==> config.mk <==
export PLATFORM = sky130hd
export DESIGN_NAME = noc_local_nic
export DESIGN_NICKNAME = d
export VERILOG_FILES = /design/src/rtl/noc_local_nic.sv
export SDC_FILE = /design/constraint.sdc
export NUM_CORES = 1
export LEC_CHECK = 0
export CAP_MARGIN = 0
export CORE_MARGIN = 5
export CORE_UTILIZATION = 46
export DETAILED_ROUTE_END_ITERATION = 8
export PLACE_DENSITY_LB_ADDON = 0.1
export SKIP_CTS_REPAIR_TIMING = 1
export SLEW_MARGIN = 0
export SYNTH_ARGS = -nofsm -noshare
export SYNTH_HDL_FRONTEND = slang
export SYNTH_SLANG_ARGS = --single-unit
==> constraint.sdc <==
create_clock -name clk -period 2.6 [get_ports clk]
set_input_delay 0.26 -clock clk [delete_from_list [all_inputs] [get_ports clk]]
set_output_delay 0.26 -clock clk [all_outputs]
set_load 0.01 [all_outputs]
==> src/rtl/noc_local_nic.sv <==
// noc_local_nic: local NIC on a router L port; credit-based flit injection plus eject FIFO with credit return.
// Optional macro NIC_STATS_EN adds stat_tx_count/stat_rx_count event counters.
module noc_local_nic #(
    parameter int XCOORD   = 0,
    parameter int YCOORD   = 0,
    parameter int CREDITS  = 4,
    parameter int RX_DEPTH = 4
) (
    input  logic        clk,
    input  logic        rst,
    input  logic        tx_valid,
    input  logic [3:0]  tx_dest_x,
    input  logic [3:0]  tx_dest_y,
    input  logic [7:0]  tx_payload,
    output logic        tx_ready,
    output logic [15:0] inj_data,
    output logic        inj_enable,
    input  logic        inj_credit,
    input  logic [15:0] ej_data,
    input  logic        ej_enable,
    output logic        ej_credit,
    output logic        rx_valid,
    output logic [15:0] rx_data,
    input  logic        rx_ready,
    output logic        err_overflow,
    output logic        err_credit,
    output logic        err_misroute
`ifdef NIC_STATS_EN
   ,output logic [15:0] stat_tx_count,
    output logic [15:0] stat_rx_count
`endif
);
    localparam int CW = $clog2(CREDITS + 1);
    localparam int PW = $clog2(RX_DEPTH);
    localparam int NW = $clog2(RX_DEPTH + 1);
    localparam logic [CW-1:0] CMAX = CW'(CREDITS);
    localparam logic [NW-1:0] NMAX = NW'(RX_DEPTH);
    localparam logic [3:0] XC = 4'(XCOORD);
    localparam logic [3:0] YC = 4'(YCOORD);

    logic [CW-1:0] credit_q, credit_d;
    logic [15:0]   inj_data_q, inj_data_d;
    logic          inj_enable_q, ej_credit_q;
    logic [PW-1:0] rd_q, rd_d, wr_q, wr_d;
    logic [NW-1:0] cnt_q, cnt_d;
    logic          ovf_q, ovf_d, crd_q, crd_d, mis_q, mis_d;
    logic [15:0]   mem [RX_DEPTH];
    logic          accept, pop, full, wr;

    assign tx_ready = credit_q != '0;
    assign accept   = tx_valid & tx_ready;
    assign rx_valid = cnt_q != '0;
    assign rx_data  = mem[rd_q];
    assign pop      = rx_valid & rx_ready;
    assign full     = cnt_q == NMAX;
    // A pop frees the head slot in the same cycle, so a full FIFO can still accept a write.
    assign wr       = ej_enable & (~full | pop);

    always_comb begin
        credit_d   = credit_q;
        if (accept && !inj_credit)
            credit_d = credit_q - 1'b1;
        else if (!accept && inj_credit && credit_q != CMAX)
            credit_d = credit_q + 1'b1;
        inj_data_d = accept ? {tx_payload, tx_dest_x, tx_dest_y} : inj_data_q;
        rd_d       = rd_q + PW'(pop);
        wr_d       = wr_q + PW'(wr);
        cnt_d      = cnt_q + NW'(wr) - NW'(pop);
        crd_d      = crd_q | (~accept & inj_credit & (credit_q == CMAX));
        ovf_d      = ovf_q | (ej_enable & full & ~pop);
        mis_d      = mis_q | (wr & ((ej_data[7:4] != XC) | (ej_data[3:0] != YC)));
    end

    always_ff @(posedge clk or negedge rst) begin
        if (!rst) begin
            credit_q     <= CMAX;
            inj_data_q   <= '0;
            inj_enable_q <= 1'b0;
            ej_credit_q  <= 1'b0;
            rd_q         <= '0;
            wr_q         <= '0;
            cnt_q        <= '0;
            ovf_q        <= 1'b0;
            crd_q        <= 1'b0;
            mis_q        <= 1'b0;
        end else begin
            credit_q     <= credit_d;
            inj_data_q   <= inj_data_d;
            inj_enable_q <= accept;
            ej_credit_q  <= pop;
            rd_q         <= rd_d;
            wr_q         <= wr_d;
            cnt_q        <= cnt_d;
            ovf_q        <= ovf_d;
            crd_q        <= crd_d;
            mis_q        <= mis_d;
        end
    end

    always_ff @(posedge clk) begin
        if (wr)
            mem[wr_q] <= ej_data;
    end

    assign inj_data     = inj_data_q;
    assign inj_enable   = inj_enable_q;
    assign ej_credit    = ej_credit_q;
    assign err_overflow = ovf_q;
    assign err_credit   = crd_q;
    assign err_misroute = mis_q;

`ifdef NIC_STATS_EN
    logic [15:0] stx_q, srx_q;
    always_ff @(posedge clk or negedge rst) begin
        if (!rst) begin
            stx_q <= '0;
            srx_q <= '0;
        end else begin
            stx_q <= stx_q + 16'(accept);
            srx_q <= srx_q + 16'(pop);
        end
    end
    assign stat_tx_count = stx_q;
    assign stat_rx_count = srx_q;
`endif
endmodule

==> results of run 1 <==
cell families (layout without fill, tap and decap cells):
group	Yosys count	in the layout	synth area share [%]
compound gates	10	10	2.11
xor+xnor	6	6	1.41
fa+ha+maj	6	6	2.41
buf+inv	16	112	2.44
flops	95	95	72.2
mux	32	32	15.3
simple gates	22	22	4.22
critical path, stage by stage (launching register included):
cell and delay [ns]:
dfstp_2 0.58, or3_4 0.17, nand2_8 0.05, or2_2 0.28
fa_1 0.40, or3b_1 0.37, and3_1 0.19, a211o_1 0.22
routing by layer:
metal / routed length, um / track usage, %
met5: 0 / 0
met1: 2970 / 18.9
met4: 44 / 5.60
met3: 534 / 5.56
met2: 3150 / 22.2
placed cells by master (no fill, tap or decap), types with 2 or more instances in the layout:
| cell | synthesis | layout |
|---|---|---|
| o21ai_0 | 2 | 2 |
| xor2_1 | 4 | 4 |
| nor3b_2 | 0 | 2 |
| mux2_4 | 8 | 8 |
| nor4_1 | 2 | 2 |
| mux2_2 | 8 | 8 |
| clkbuf_8 | 0 | 9 |
| and3_1 | 3 | 3 |
| nor4b_1 | 2 | 2 |
| edfxtp_1 | 64 | 64 |
| a21o_1 | 2 | 2 |
| mux4_2 | 16 | 16 |
| xnor2_1 | 2 | 2 |
| nor2_1 | 2 | 2 |
| buf_4 | 1 | 11 |
| inv_1 | 9 | 9 |
| dfrtp_1 | 30 | 30 |
| clkdlybuf4s50_1 | 0 | 76 |
| ha_1 | 4 | 4 |
| clkbuf_1 | 1 | 2 |
| clkinvlp_4 | 0 | 2 |
| fa_1 | 2 | 2 |
state kept, by name, indices dropped and copies added (netlist names), 2 cells and up:
signal	cells
inj_data	16
rd_q	2
cnt_q	3
wr_q	2
credit_q	3
mem	64
per-stage QoR:
step	setup slack [ns]	std cells	power (mW)	util [%]	instance area (um2)
CTS	0.254	385	5.26	62.2	4860
detailed placement	0.160	369	4.32	59.8	4670
floorplan	0.176	187	3.36	-	3740
global route	0.190	385	5.49	62.2	4860
global placement	0.189	369	4.29	59.8	4670
finish	0.271	385	5.17	62.2	4860
final cells by class:
class                           count  area, um2
Timing Repair Buffer               87        843
Clock inverter                      5       58.8
Fill cell                         598       2950
Inverter                            9       33.8
Multi-Input combinational cell     76        965
Clock buffer                       11        131
Tap cell                          102        128
Sequential cell                    95       2700
power groups by stage:
stage / logic, mW / registers [mW] / clock network, mW
3_3_place_gp: 2.01 / 2.28 / 0
3_5_place_dp: 2.03 / 2.29 / 0
2_1_floorplan: 1.08 / 2.28 / 0
6_report: 1.97 / 2.26 / 0.934
4_1_cts: 2.03 / 2.27 / 0.961
5_1_grt: 2.15 / 2.32 / 1.03
worst max-delay path by stage:
| stage | startpoint | endpoint | cells after the start | slack, ns |
|---|---|---|---|---|
| 6_report | credit_q[2] | credit_q[2] | 7 | 0.27 |
| 5_1_grt | rd_q[0] | rx_data[7] | 3 | 0.19 |
| 4_1_cts | rd_q[1] | rx_data[2] | 3 | 0.25 |
| 3_5_place_dp | tx_valid | credit_q[2] | 7 | 0.16 |
| 3_3_place_gp | tx_valid | credit_q[2] | 7 | 0.19 |
| 2_1_floorplan | credit_q[2] | credit_q[2] | 8 | 0.18 |
==> results.ini, run 1 <==
[synth]
synth_edf_count = 64
synth_ff_type = edfxtp_1
synth_top_cell_by_area = edfxtp_1
synth_common_cells = 64 x edfxtp_1, 30 x dfrtp_1, 16 x mux4_2, 9 x inv_1
yosys.area.top_type_share_pct = 51.4
ys_seq_area_share_pct = 72.2
syn_nets = 231
netlist_area_um2 = 3740
netlist_instances = 187
synth_seq_cells = 95
synth_most_common_cell = edfxtp_1
synthArstFlopShare_pct = 32.6
yosysWarnings = 0
syn_area_per_cell_um2 = 20.0
synth_area_leaders = edfxtp_1 51%, dfrtp_1 20%, mux4_2 9.6%
synth_cell_types = 40

[timing]
min_period_ns = 2.33
finalSetupViolations = 0
period_share_pct = 89.6
slew-limit-headroom_pct = 46.6
clock_skew_ns = 0.00974
hold_viol_final = 0
max_freq_mhz = 429
tns_ns = 0
drv_slew = 0
hold_slack_ns = 0.301
tightest_slew_ns = 0.802
rsz0062_at_grt = no

[power_and_ir_drop]
power_switching_mw = 1.50
p_int_mw = 3.67
combPwrFrac_pct = 38.2
ir_worst_vdd_mv = 0.474
power_leakage_nw = 1.78
netSwitchingFraction_pct = 29.0
seqPwrFrac_pct = 43.7
clock_power_share_pct = 18.1
powerDensity_nw_per_um2 = 1060

[global_route]
overflow = 0
grt_pass1_wl_um = 11200
antenna_found_initial = 0
grt_use_total_pct = 14.5
grt_pass1_vias = 2204
grt_max_degree = 32

[floorplan]
die_area_um2 = 10000
dieHeight_um = 100
dieWidth_um = 100
initial_core_util_pct = 47.9
ios = 77
core.rowCount = 32
core_area_um2 = 7810

[clock_network]
cts.sinks = 95
cts.clk_slew.worst_paths_ns = 0.09
cts_buffers = 9
ctsHtreeMaxLevel = 3
clockBufferDepth = 2
cts_tree = built
clock_latency_ns = 0.34
cts-root-buf = clkbuf_8

[routing]
ant_nets = 0
vias = 1951
routedWlPerCell_um = 17.4
vias_per_cell = 5.07
drt_iter0_drc = 68
drc = 0
wl_um = 6700
drtPass1Iterations = 4

[setup_path]
setup.worst_path.end_class = register
crit_type = reg2reg
start_kind = register
cp.required_ns = 2.88
worstReg2RegStart = credit_q[2]
crit_fanout = 5
cp.arrival_ns = 2.61
r2r_end = credit_q[2]
r2r_setup_slack_ns = 0.27
r2r_cells = 7

[outcome]
outcome = finished clean

[place]
hpwl_um = 4650
routabilityCongestion = 0.730
port_buffers = 76

[cells_and_area]
antennaDiodeCount = 0
drive_gt1_share_pct = 23.3
synthToLayoutAreaGrowth_pct = 29.9
nNetsFinal = 322

[hold_path]
hold_class = in2async

[run]
cap_violations = 0

Power figures use the tool's default switching activity.
==> run 2, diff against run 1 <==
- ABC_AREA: not set -> 1
- CAP_MARGIN: 0 -> not set
==> run 2 against run 1 <==
Register-to-register slack improved by 0.25 ns. Sequential share of layout area rose by 0.26 points. Critical path type is now reg2out. Core utilization fell by 0.29 points. Sequential cell count did not move. Setup slack got worse by 0.023 ns. Die area fell by 0.12%.
==> results.ini, run 2 <==
[power_and_ir_drop]
finalPower_mw = 5.26
power_leakage_nw = 1.89
ir_worst_vdd_mv = 0.511
powerDensity_nw_per_um2 = 1090

[setup_path]
start_kind = register
r2r_cells = 9
cp.arrival_ns = 2.09
crit_type = reg2out
setup.worst_path.end_class = primary output
cp.required_ns = 2.34
crit_fanout = 24

[cells_and_area]
layout_commonest_cell = clkdlybuf4s50_1
nNetsFinal = 430
largest_register = mem
largest_reg_flops = 64
final_cell_mix = 76 x clkdlybuf4s50_1, 64 x edfxtp_1, 57 x nand2_1
drive_gt1_share_pct = 9.21
antennaDiodeCount = 0
fill_cells = 659
synthToLayoutAreaGrowth_pct = 29.5

[floorplan]
core.rowCount = 32
dieWidth_um = 100
ios = 77
dieHeight_um = 100
core_area_um2 = 7810
die_area_um2 = 10000
initial_core_util_pct = 47.8

[timing]
slew-limit-headroom_pct = 67.9
finalSetupViolations = 0
drv_slew = 0
period_share_pct = 90.5
tightest_slew_ns = 0.481
tns_ns = 0
max_freq_mhz = 425
rsz0062_at_grt = no
hold_viol_final = 0
min_period_ns = 2.35
clock_skew_ns = 0.00699
hold_slack_ns = 0.301

[synth]
yosys.area.top_type_share_pct = 51.5
synth_top_cell_by_area = edfxtp_1
ys_seq_area_share_pct = 72.3
synth_common_cells = 64 x edfxtp_1, 57 x nand2_1, 37 x nor2_1, 32 x o21ai_0, 30 x dfrtp_1
synth_area_leaders = edfxtp_1 51%, dfrtp_1 20%, nand2_1 5.7%
netlist_instances = 299
syn_area_per_cell_um2 = 12.5
synthArstFlopShare_pct = 32.6
synth_cell_types = 29
synth_edf_count = 64
yosysWarnings = 0
syn_nets = 343
synth_seq_cells = 95
netlist_area_um2 = 3730
synth_ff_type = edfxtp_1
synth_most_common_cell = edfxtp_1

[clock_network]
cts_tree = built
clockBufferDepth = 2
cts.clk_slew.worst_paths_ns = 0.08
clock_latency_ns = 0.33
ctsHtreeMaxLevel = 3
cts.sinks = 95
cts_buffers = 9
cts-root-buf = clkbuf_8

[global_route]
grt_pass1_vias = 2564
antenna_found_initial = 0
overflow = 0
grt_max_degree = 34
grt_use_total_pct = 15.6
grt_pass1_wl_um = 12200

[routing]
drc = 0
drt_iter0_drc = 58
wl_um = 7290
vias = 2424
routedWlPerCell_um = 14.8
vias_per_cell = 4.92
drtPass1Iterations = 4
ant_nets = 0

[place]
port_buffers = 76
hpwl_um = 4980
routabilityCongestion = 0.729

[outcome]
outcome = finished clean

[run]
cap_violations = 0

[hold_path]
hold_class = in2async

[run 2: cell types whose count changed in the layout (fill, tap and decap cells not counted), sizes merged, moves of 3 or more]
cell / delta
and3: -3
nand2: +59
mux4: -16
nand3: +5
o22ai: +16
mux2: -16
nor2: +36
inv: +8
o21ai: +31
nand4: +3
nor3: +3
[run 2: worst paths after layout]
kind                              start           end  slack [ns]
setup reg to reg               cnt_q[1]      cnt_q[2]        0.52
hold / removal                      rst  inj_data[14]        0.30
setup / recovery                rd_q[0]    rx_data[7]        0.25
min in group clk           tx_dest_y[1]   inj_data[1]        0.45
hold reg to reg            err_misroute  err_misroute        0.48
max in group asynchronous           rst   credit_q[2]        1.97
[run 2: area by class of cell]
class | instances | area [um2] | share of cell area [%]
well taps | 102 | 128 | 2.64
flip-flops and latches | 95 | 2700 | 55.8
inverters | 18 | 67.6 | 1.40
clock inverters | 5 | 50.0 | 1.03
repair buffers | 87 | 843 | 17.4
clock buffers | 11 | 131 | 2.72
multi-input cells | 175 | 917 | 19.0
[run 2: critical path, stage by stage, from the launching register on]
cell and delay (ns):
dfrtp_1 0.38, inv_1 0.19, buf_4 0.30, o21ai_0 0.11, o22ai_1 0.20, clkdlybuf4s50_1 0.57
[run 2: stage by stage]
stage / setup WS [ns] / instances / cell area (um2) / utilization (%)
floorplan: 0.445 / 299 / 3730 / -
global placement: 0.333 / 477 / 4650 / 59.6
detailed placement: 0.281 / 477 / 4650 / 59.6
CTS: 0.211 / 493 / 4840 / 61.9
global route: 0.0618 / 493 / 4840 / 61.9
finish: 0.248 / 493 / 4840 / 61.9
[run 2: power breakdown]
group / switching [mW] / leakage (nW) / internal [mW]
sequential: 0.167 / 0.952 / 2.04
clock: 0.463 / 0.0884 / 0.438
combinational: 1.14 / 0.850 / 1.01
total: 1.77 / 1.89 / 3.49
[run 2: layer usage]
metal	wire [um]	GRT usage (%)	up-vias	share of wire, %
met5	0	0	-	0
met4	30	4.35	0	0.41
met3	531	5.42	2	7.3
met2	3450	25.9	71	47
li1	-	-	1205	-
met1	3270	19.5	1146	45
[run 2: logic make-up after synthesis]
| group | synth area share (%) |
|---|---|
| compound gates | 7.94 |
| xor+xnor | 0.938 |
| fa+ha+maj | 2.41 |
| buf+inv | 3.72 |
| flops | 72.3 |
| simple gates | 12.7 |
==> run 3, diff against run 2 <==
- ABC_CLOCK_PERIOD_IN_PS: not set -> 2600
==> results of run 3 <==
Final layout, timing and power as in run 2 (identical DEF).
